==> src/rtl/seq_alu.sv <==
// Multi-cycle unsigned ALU: single-cycle add/sub, iterative shift-add multiply and
// restoring divide, with a start/busy/done handshake and registered result flags.
//
// state  | meaning
// IDLE   | waiting for start; busy=0
// MUL    | one multiplier bit per cycle, LSB first
// DIV    | one quotient bit per cycle, MSB first
// DONE   | one-cycle done pulse, results valid
module seq_alu #(
  parameter int WIDTH = 4
) (
  input  logic             clk,
  input  logic             rst_n,
  input  logic             start,
  input  logic [1:0]       op,
  input  logic [WIDTH-1:0] n1,
  input  logic [WIDTH-1:0] n2,
  output logic             busy,
  output logic             done,
  output logic [WIDTH-1:0] out,
  output logic [WIDTH-1:0] ext,
  output logic             carry,
  output logic             zero,
  output logic             div0
);

  localparam int CW = $clog2(WIDTH + 1);

  typedef enum logic [1:0] {S_IDLE, S_MUL, S_DIV, S_DONE} state_t;

  localparam logic [1:0] OP_ADD = 2'b00;
  localparam logic [1:0] OP_SUB = 2'b01;
  localparam logic [1:0] OP_MUL = 2'b10;
  localparam logic [1:0] OP_DIV = 2'b11;

  state_t             state_q, state_d;
  logic [CW-1:0]      cnt_q, cnt_d;
  logic [WIDTH-1:0]   mcand_q, mcand_d;
  logic [2*WIDTH-1:0] acc_q, acc_d;
  logic [WIDTH-1:0]   rem_q, rem_d;
  logic               busy_q, busy_d;
  logic               done_q, done_d;
  logic [WIDTH-1:0]   out_q, out_d;
  logic [WIDTH-1:0]   ext_q, ext_d;
  logic               carry_q, carry_d;
  logic               zero_q, zero_d;
  logic               div0_q, div0_d;

  logic [WIDTH:0]     add_sum, sub_diff;
  logic [WIDTH:0]     mul_sum;
  logic [2*WIDTH-1:0] mul_next;
  logic [WIDTH:0]     div_trial, div_diff;
  logic               div_ge;
  logic [WIDTH-1:0]   div_quo, div_rem;

  logic               fin;
  logic [WIDTH-1:0]   fin_out, fin_ext;
  logic               fin_carry, fin_div0;

  always_comb begin
    add_sum  = {1'b0, n1} + {1'b0, n2};
    sub_diff = {1'b0, n1} - {1'b0, n2};

    // Multiplicand lands in the upper half; the carry becomes the new top bit after the shift.
    mul_sum  = {1'b0, acc_q[2*WIDTH-1:WIDTH]} + (acc_q[0] ? {1'b0, mcand_q} : '0);
    mul_next = {mul_sum, acc_q[WIDTH-1:1]};

    // Dividend bits leave the top of acc_q while quotient bits enter at the bottom.
    div_trial = {rem_q, acc_q[WIDTH-1]};
    div_diff  = div_trial - {1'b0, mcand_q};
    div_ge    = ~div_diff[WIDTH];
    div_rem   = div_ge ? div_diff[WIDTH-1:0] : div_trial[WIDTH-1:0];
    div_quo   = {acc_q[WIDTH-2:0], div_ge};
  end

  always_comb begin
    state_d   = state_q;
    cnt_d     = cnt_q;
    mcand_d   = mcand_q;
    acc_d     = acc_q;
    rem_d     = rem_q;
    out_d     = out_q;
    ext_d     = ext_q;
    carry_d   = carry_q;
    zero_d    = zero_q;
    div0_d    = div0_q;
    fin       = 1'b0;
    fin_out   = '0;
    fin_ext   = '0;
    fin_carry = 1'b0;
    fin_div0  = 1'b0;

    case (state_q)
      S_IDLE: begin
        if (start) begin
          case (op)
            OP_ADD: begin
              fin       = 1'b1;
              fin_out   = add_sum[WIDTH-1:0];
              fin_carry = add_sum[WIDTH];
            end
            OP_SUB: begin
              fin       = 1'b1;
              fin_out   = sub_diff[WIDTH-1:0];
              fin_carry = sub_diff[WIDTH];
            end
            OP_MUL: begin
              state_d = S_MUL;
              cnt_d   = CW'(WIDTH);
              mcand_d = n2;
              acc_d   = {{WIDTH{1'b0}}, n1};
            end
            default: begin
              if (n2 == '0) begin
                fin      = 1'b1;
                fin_out  = '1;
                fin_ext  = n1;
                fin_div0 = 1'b1;
              end else begin
                state_d = S_DIV;
                cnt_d   = CW'(WIDTH);
                mcand_d = n2;
                acc_d   = {{WIDTH{1'b0}}, n1};
                rem_d   = '0;
              end
            end
          endcase
        end
      end
      S_MUL: begin
        acc_d = mul_next;
        cnt_d = cnt_q - CW'(1);
        if (cnt_q == CW'(1)) begin
          fin       = 1'b1;
          fin_out   = mul_next[WIDTH-1:0];
          fin_ext   = mul_next[2*WIDTH-1:WIDTH];
          fin_carry = (mul_next[2*WIDTH-1:WIDTH] != '0);
        end
      end
      S_DIV: begin
        acc_d = {acc_q[2*WIDTH-1:WIDTH], div_quo};
        rem_d = div_rem;
        cnt_d = cnt_q - CW'(1);
        if (cnt_q == CW'(1)) begin
          fin     = 1'b1;
          fin_out = div_quo;
          fin_ext = div_rem;
        end
      end
      default: state_d = S_IDLE;
    endcase

    if (fin) begin
      state_d = S_DONE;
      out_d   = fin_out;
      ext_d   = fin_ext;
      carry_d = fin_carry;
      zero_d  = (fin_out == '0);
      div0_d  = fin_div0;
    end

    busy_d = (state_d != S_IDLE);
    done_d = (state_d == S_DONE);
  end

  always_ff @(posedge clk or negedge rst_n) begin
    if (!rst_n) begin
      state_q <= S_IDLE;
      cnt_q   <= '0;
      mcand_q <= '0;
      acc_q   <= '0;
      rem_q   <= '0;
      busy_q  <= 1'b0;
      done_q  <= 1'b0;
      out_q   <= '0;
      ext_q   <= '0;
      carry_q <= 1'b0;
      zero_q  <= 1'b0;
      div0_q  <= 1'b0;
    end else begin
      state_q <= state_d;
      cnt_q   <= cnt_d;
      mcand_q <= mcand_d;
      acc_q   <= acc_d;
      rem_q   <= rem_d;
      busy_q  <= busy_d;
      done_q  <= done_d;
      out_q   <= out_d;
      ext_q   <= ext_d;
      carry_q <= carry_d;
      zero_q  <= zero_d;
      div0_q  <= div0_d;
    end
  end

  assign busy  = busy_q;
  assign done  = done_q;
  assign out   = out_q;
  assign ext   = ext_q;
  assign carry = carry_q;
  assign zero  = zero_q;
  assign div0  = div0_q;

endmodule

==> config.mk <==
export PLATFORM = sky130hd
export DESIGN_NAME = seq_alu
export DESIGN_NICKNAME = d
export VERILOG_FILES = /design/src/rtl/seq_alu.sv
export SDC_FILE = /design/constraint.sdc
export NUM_CORES = 1
export LEC_CHECK = 0
export CAP_MARGIN = 20
export CELL_PAD_IN_SITES_DETAIL_PLACEMENT = 0
export CELL_PAD_IN_SITES_GLOBAL_PLACEMENT = 2
export CORE_MARGIN = 5
export CORE_UTILIZATION = 35
export CTS_BUF_LIST = sky130_fd_sc_hd__clkbuf_16
export DETAILED_ROUTE_END_ITERATION = 7
export PLACE_DENSITY_LB_ADDON = 0.1
export SYNTH_ARGS = -nofsm -noshare
export SYNTH_HDL_FRONTEND = slang
export SYNTH_SLANG_ARGS = --single-unit
==> constraint.sdc <==
create_clock -name clk -period 2.6 [get_ports clk]
set_input_delay 0.65 -clock clk [delete_from_list [all_inputs] [get_ports clk]]
set_output_delay 0.65 -clock clk [all_outputs]
set_load 0.01 [all_outputs]
==> results.cfg, run 1 <==
[route]
maxUsedRoutingLayer = met4
num_vias = 2152
drt_iter0_drc = 114
post_drt_wl_per_cell_um = 15.7
drcViolationCount = 0
wl_met1_um = 3410
drt_first_pass_iters = 6
postRouteAntennaNets = 0
wl_met3_um = 191
drt-total-wl_um = 6720
met2_length_um = 3050
via_per_inst = 5.02

[clock_network]
htreeDepth = 2
cts_inserted_buffers = 5
cts_resized = 1
cts_hold_buffers = 0
cts_setup_buffers = 0
clock_path_buffers = 2
cts.reportedPaths.clkPinSlew_ps = 60
tritoncts = built
clk_latency_ps = 280
clock_sinks = 34
cts_root_buffer = clkbuf_16

[die]
die-area_um2 = 8840
initial_utilization_pct = 36.2
core_um2 = 6830
fp.dieH_um = 94.0
io_pins = 26
die_x_um = 94.0
rows = 30

[power]
power.total_mw = 3.48
leakagePower_nw = 1.45
swShare_pct = 41.7
power_frac_seq_pct = 26.7
ir_worst_vdd_mv = 0.426
power_density_nw_per_um2 = 1090
clockPowerShare_pct = 16.5
p_comb_share_pct = 56.8
internal-power_mw = 2.03
p_switching_mw = 1.45

[sta]
hold_violations = 0
drv_slew = 0
finalSetupViolCount = 0
fin_setup_tns_ps = 0
setup_ws_ps = 105
fin_crit_ps = 2500
period_share_pct = 96.0
fmax_ghz = 0.401
fin_worst_skew_ps = 4.03
slew_headroom_pct = 46.6
rsz0062_at_grt = yes
worst_pin_slew_ps = 802

[yosys]
synth_top_area_share_pct = 34.4
yosys-top-cells-area = dfrtp_1 34%, ha_1 11%, nand2_1 5.2%, o21ai_0 3.9%, inv_1 3.3%
syn_area_per_cell_um2 = 8.95
syn_inst = 276
synth_seq_area_share_pct = 34.4
ys.warnings.count = 0
ys_ff_latch = 34
netlist-cell-type-count = 53
synth_edf_count = 0
synthFlopType = dfrtp_1
synth-async-reset-ratio_pct = 100
synth_nets = 315
synth.largest_area_cell = dfrtp_1
netlist_area_um2 = 2470

[global_routing]
grt_pass1_wl_um = 11400
grt_pass1_vias = 2183
grt.overflow.total = 0
grt_usage_pct = 16.7
grt_max_degree = 35
antenna_found_initial = 0

[place]
hpwl_um = 5230
io_buffers = 25
post-place-ws_ps = -329
dp_cells = 421
gp_congestion = 0.888

[setup_path]
worstSetupStartpointType = flop
crit_type = flop to flop
cp-startpoint = acc_q[3]
rrSetupSlack_ps = 100
crit-reg2reg-launch = acc_q[3]
reg2reg_depth = 10
reg2reg_to = zero
critPathArrivalTime_ps = 2660
endpoint = zero
crit_path_end_kind = flop
crit_required_ps = 2760
critPathMaxFanout = 8

[final_layout]
nets = 371
fillers = 688
drive_gt1_share_pct = 16.5
area_delta_synth_final_pct = 29.1
n_antenna_cell = 0
stdcell_count = 429
multi_input_area_um2 = 1480
final_core_util_pct = 46.7
final-seq-area_um2 = 851

[worst_hold_path]
hold_class = primary input to asynchronous set/reset pin

[run_status]
status = completed

[run]
cap_violations = 0
## cells in the mapped netlist (5+ instances only)
library cell / number
a21oi_1: 13
nor3_1: 5
nand3_1: 8
o21ai_0: 19
dfrtp_1: 34
nor2b_1: 10
inv_1: 22
clkbuf_1: 5
nand2_1: 34
ha_1: 22
nor2_1: 19
nand2b_1: 6
a31oi_1: 5
## registers in the layout, indices dropped and copies added (netlist names)
| signal | cells |
|---|---|
| cnt_q | 3 |
| acc_q | 8 |
| state_q | 2 |
| busy | 1 |
| rem_q | 4 |
| mcand_q | 4 |
| out | 4 |
| ext | 4 |
| carry | 1 |
| div0 | 1 |
| zero | 1 |
| done | 1 |
## cell families (layout without fill, tap and decap cells)
group	after synthesis	after routing	share of synthesized area [%]
compound gates	76	76	20.8
xor+xnor	6	6	2.89
fa+ha+maj	26	26	14.4
buf+inv	32	89	5.47
flops	34	34	34.4
mux	5	5	2.18
simple gates	97	97	19.9
## critical path, stage by stage (launching register included)
cell and delay (ps):
dfrtp_1 410, inv_1 90, ha_1 170, inv_1 60, fa_1 400, a21o_1 210
a21oi_4 200, xnor2_4 190, a22oi_1 170, o22a_1 250, a32o_1 230
## stage by stage
step / instance area (um2) / hold slack, ps
floorplan: 2470 / 354
global placement: 3050 / 458
detailed placement: 3050 / 469
CTS: 3190 / 480
global route: 3190 / 492
finish: 3190 / 459
## layer usage
layer | track usage [%] | vias to the layer above
met1 | 24.0 | 1024
met4 | 4.93 | 0
li1 | - | 1083
met5 | 0 | -
met3 | 2.64 | 9
met2 | 25.7 | 36
## cells in the final DEF, fill, tap and decap left out, types with 4 or more instances in the layout
cell type,count
fa_1,4
nand2b_1,6
o22ai_1,4
inv_1,23
nor3_1,5
o21ai_0,19
nor2b_1,10
and2_1,4
buf_4,33
dfrtp_1,34
clkbuf_16,5
nor2_1,19
a21oi_1,13
nand3_1,8
clkdlybuf4s50_1,22
nand2_1,34
a31oi_1,5
ha_1,22
a21o_1,4
## how the worst min path moves through the flow
stage          slack, ps  depth (start not counted)       end  startpoint
6_report             460                          1  cnt_q[1]       rst_n
5_1_grt              490                          2      div0        div0
4_1_cts              480                          2      div0        div0
3_5_place_dp         470                          2      div0        div0
3_3_place_gp         460                          2      div0        div0
2_1_floorplan        350                          0  acc_q[0]       rst_n
## power by group through the flow
stage | Clock, mW | Sequential, mW | Combinational [mW]
CTS | 0.591 | 0.932 | 1.99
global placement | 0 | 0.933 | 1.97
detailed placement | 0 | 0.937 | 1.98
floorplan | 0 | 0.938 | 1.26
global route | 0.615 | 0.965 | 2.21
finish | 0.575 | 0.929 | 1.98
## final cells by class
cell class / count / share of cell area, %
sequential: 34 / 26.7
clock buffer: 5 / 3.92
multi-input combinational: 210 / 46.5
timing repair buffer: 59 / 16.1
clock inverter: 3 / 0.392
tap: 96 / 3.77
inverter: 22 / 2.59
(Power assumes the default switching activity.)
==> inputs of run 2 (changes only) <==
--- a/config.mk
+++ b/config.mk
@@ -11,6 +11,7 @@
 export CORE_MARGIN = 5
 export CORE_UTILIZATION = 35
 export CTS_BUF_LIST = sky130_fd_sc_hd__clkbuf_16
+export CTS_CLUSTER_SIZE = 8
 export DETAILED_ROUTE_END_ITERATION = 7
 export PLACE_DENSITY_LB_ADDON = 0.1
 export SYNTH_ARGS = -nofsm -noshare
==> results of run 2 <==
Same layout as run 1: the final DEF is identical, and so are final timing and power.
==> inputs of run 3 (changes only) <==
--- a/config.mk
+++ b/config.mk
@@ -14,6 +14,7 @@
 export CTS_CLUSTER_SIZE = 8
 export DETAILED_ROUTE_END_ITERATION = 7
 export PLACE_DENSITY_LB_ADDON = 0.1
+export REMOVE_ABC_BUFFERS = 1
 export SYNTH_ARGS = -nofsm -noshare
 export SYNTH_HDL_FRONTEND = slang
 export SYNTH_SLANG_ARGS = --single-unit
==> run 3 against run 2 <==
Effect of this change:
- critical path depth fell by 2
- sequential share of layout area rose by 0.39 points
- count of clock-buffer cells in the layout did not move
- die area did not move
- wire length fell by 2.7%
- combinational power fell by 3%
- via count fell by 3.0%
- global-route usage fell by 0.52 points
- largest cell class unchanged
==> results.cfg, run 3 (synthesized netlist as in run 1, its figures left out) <==
[run_status]
status = completed

[clock_network]
clk_latency_ps = 280
cts_inserted_buffers = 5
clock_path_buffers = 2
htreeDepth = 2
tritoncts = built
cts_root_buffer = clkbuf_16
clock_sinks = 34
cts_hold_buffers = 0
cts.reportedPaths.clkPinSlew_ps = 50
cts_setup_buffers = 0

[place]
hpwl_um = 5220
placed_area_um2 = 2980
dp_cells = 413
io_buffers = 25
gp_congestion = 0.844

[sta]
fmax_ghz = 0.395
fin_worst_skew_ps = 6.63
drv_slew = 0
slew_headroom_pct = 47.1
worst_pin_slew_ps = 793
rsz0062_at_grt = yes
hold_slack_ps = 461
period_share_pct = 97.5
fin_crit_ps = 2530
finalSetupViolCount = 0
hold_violations = 0

[route]
num_vias = 2087
drt-total-wl_um = 6540
drt_first_pass_iters = 4
drt_iter0_drc = 60
via_per_inst = 4.97
post_drt_wl_per_cell_um = 15.6
postRouteAntennaNets = 0
drcViolationCount = 0

[setup_path]
crit_path_end_kind = flop
critPathArrivalTime_ps = 2690
crit_required_ps = 2760
worstSetupStartpointType = primary input
crit_type = primary input to flop
critPathMaxFanout = 3

[power]
power_frac_seq_pct = 27.1
p_comb_share_pct = 56.5
ir_worst_vdd_mv = 0.549
clockPowerShare_pct = 16.4
internal-power_mw = 1.99
swShare_pct = 41.5
leakagePower_nw = 1.40
power_density_nw_per_um2 = 1080
p_switching_mw = 1.41

[final_layout]
fillers = 722
design_area_um2 = 3140
nets = 363
final_core_util_pct = 46.0
area_delta_synth_final_pct = 27.3
largest_register_ffs = 8
stdcell_count = 420
top_register = acc_q
n_antenna_cell = 0
layout_common_cells = 34 x nand2_1, 34 x dfrtp_1, 26 x buf_4, 23 x inv_1, 23 x clkdlybuf4s50_1
drive_gt1_share_pct = 15.4

[run]
cap_violations = 0

[worst_hold_path]
hold_class = primary input to asynchronous set/reset pin

[global_routing]
grt_max_degree = 35
antenna_found_initial = 0
grt_pass1_vias = 2102
grt.overflow.total = 0
grt_pass1_wl_um = 10900
grt_usage_pct = 16.2

[die]
initial_utilization_pct = 36.2
rows = 30
die-area_um2 = 8840
fp.dieH_um = 94.0
die_x_um = 94.0
io_pins = 26
core_um2 = 6830
-- run 3: power groups by stage --
stage | Clock [mW] | Sequential [mW] | Combinational (mW)
after global placement | 0 | 0.933 | 1.92
final | 0.559 | 0.921 | 1.92
after detailed placement | 0 | 0.939 | 1.92
after floorplan | 0 | 0.938 | 1.23
after global routing | 0.605 | 0.962 | 2.17
after CTS | 0.580 | 0.929 | 1.92
-- run 3: routing by layer --
| metal | GRT usage, % | share of wire (%) |
|---|---|---|
| met5 | 0 | 0 |
| met1 | 21.2 | 46 |
| met2 | 27.3 | 50 |
| met4 | 4.21 | 1.6 |
| met3 | 2.88 | 2.8 |
-- run 3: what timing repair did --
action | 4_1_cts | 5_1_grt
endpoints found under the setup margin | 1 | 2
resized for setup | 0 | 5
gates cloned | 0 | 0
pin swaps | 1 | 2
-- run 3: final timing paths --
kind,slack [ps],from,endpoint,cells after the start
max,70,n1[0],zero,8
min,460,rst_n,ext[1],1
max reg2reg,160,acc_q[3],zero,10
min reg2reg,470,div0,div0,2
max in group asynchronous,1640,rst_n,acc_q[3],1
min in group clk,470,div0,div0,2
-- run 3: critical path: stages --
cell,delay [ps]
clkdlybuf4s50_1,500
inv_1,50
ha_1,220
fa_1,490
a2111oi_4,310
a211oi_2,80
nor2b_1,140
a32o_1,260
-- run 3: final cells by class --
cell class / instances / area [um2] / share of cell area [%]
clock buffer: 5 / 125 / 3.98
clock inverter: 2 / 11.3 / 0.358
inverter: 22 / 82.6 / 2.63
multi-input combinational: 210 / 1510 / 48.0
sequential: 34 / 851 / 27.1
tap: 96 / 120 / 3.82
timing repair buffer: 51 / 443 / 14.1
-- run 3: through the flow --
step	TNS (ps)	worst slack, ps	power (mW)
2_1_floorplan	0	332	2.17
3_3_place_gp	-382	-254	2.85
3_5_place_dp	-502	-301	2.86
4_1_cts	0	2.57	3.43
5_1_grt	-6.47	-6.47	3.74
6_report	0	66.2	3.40
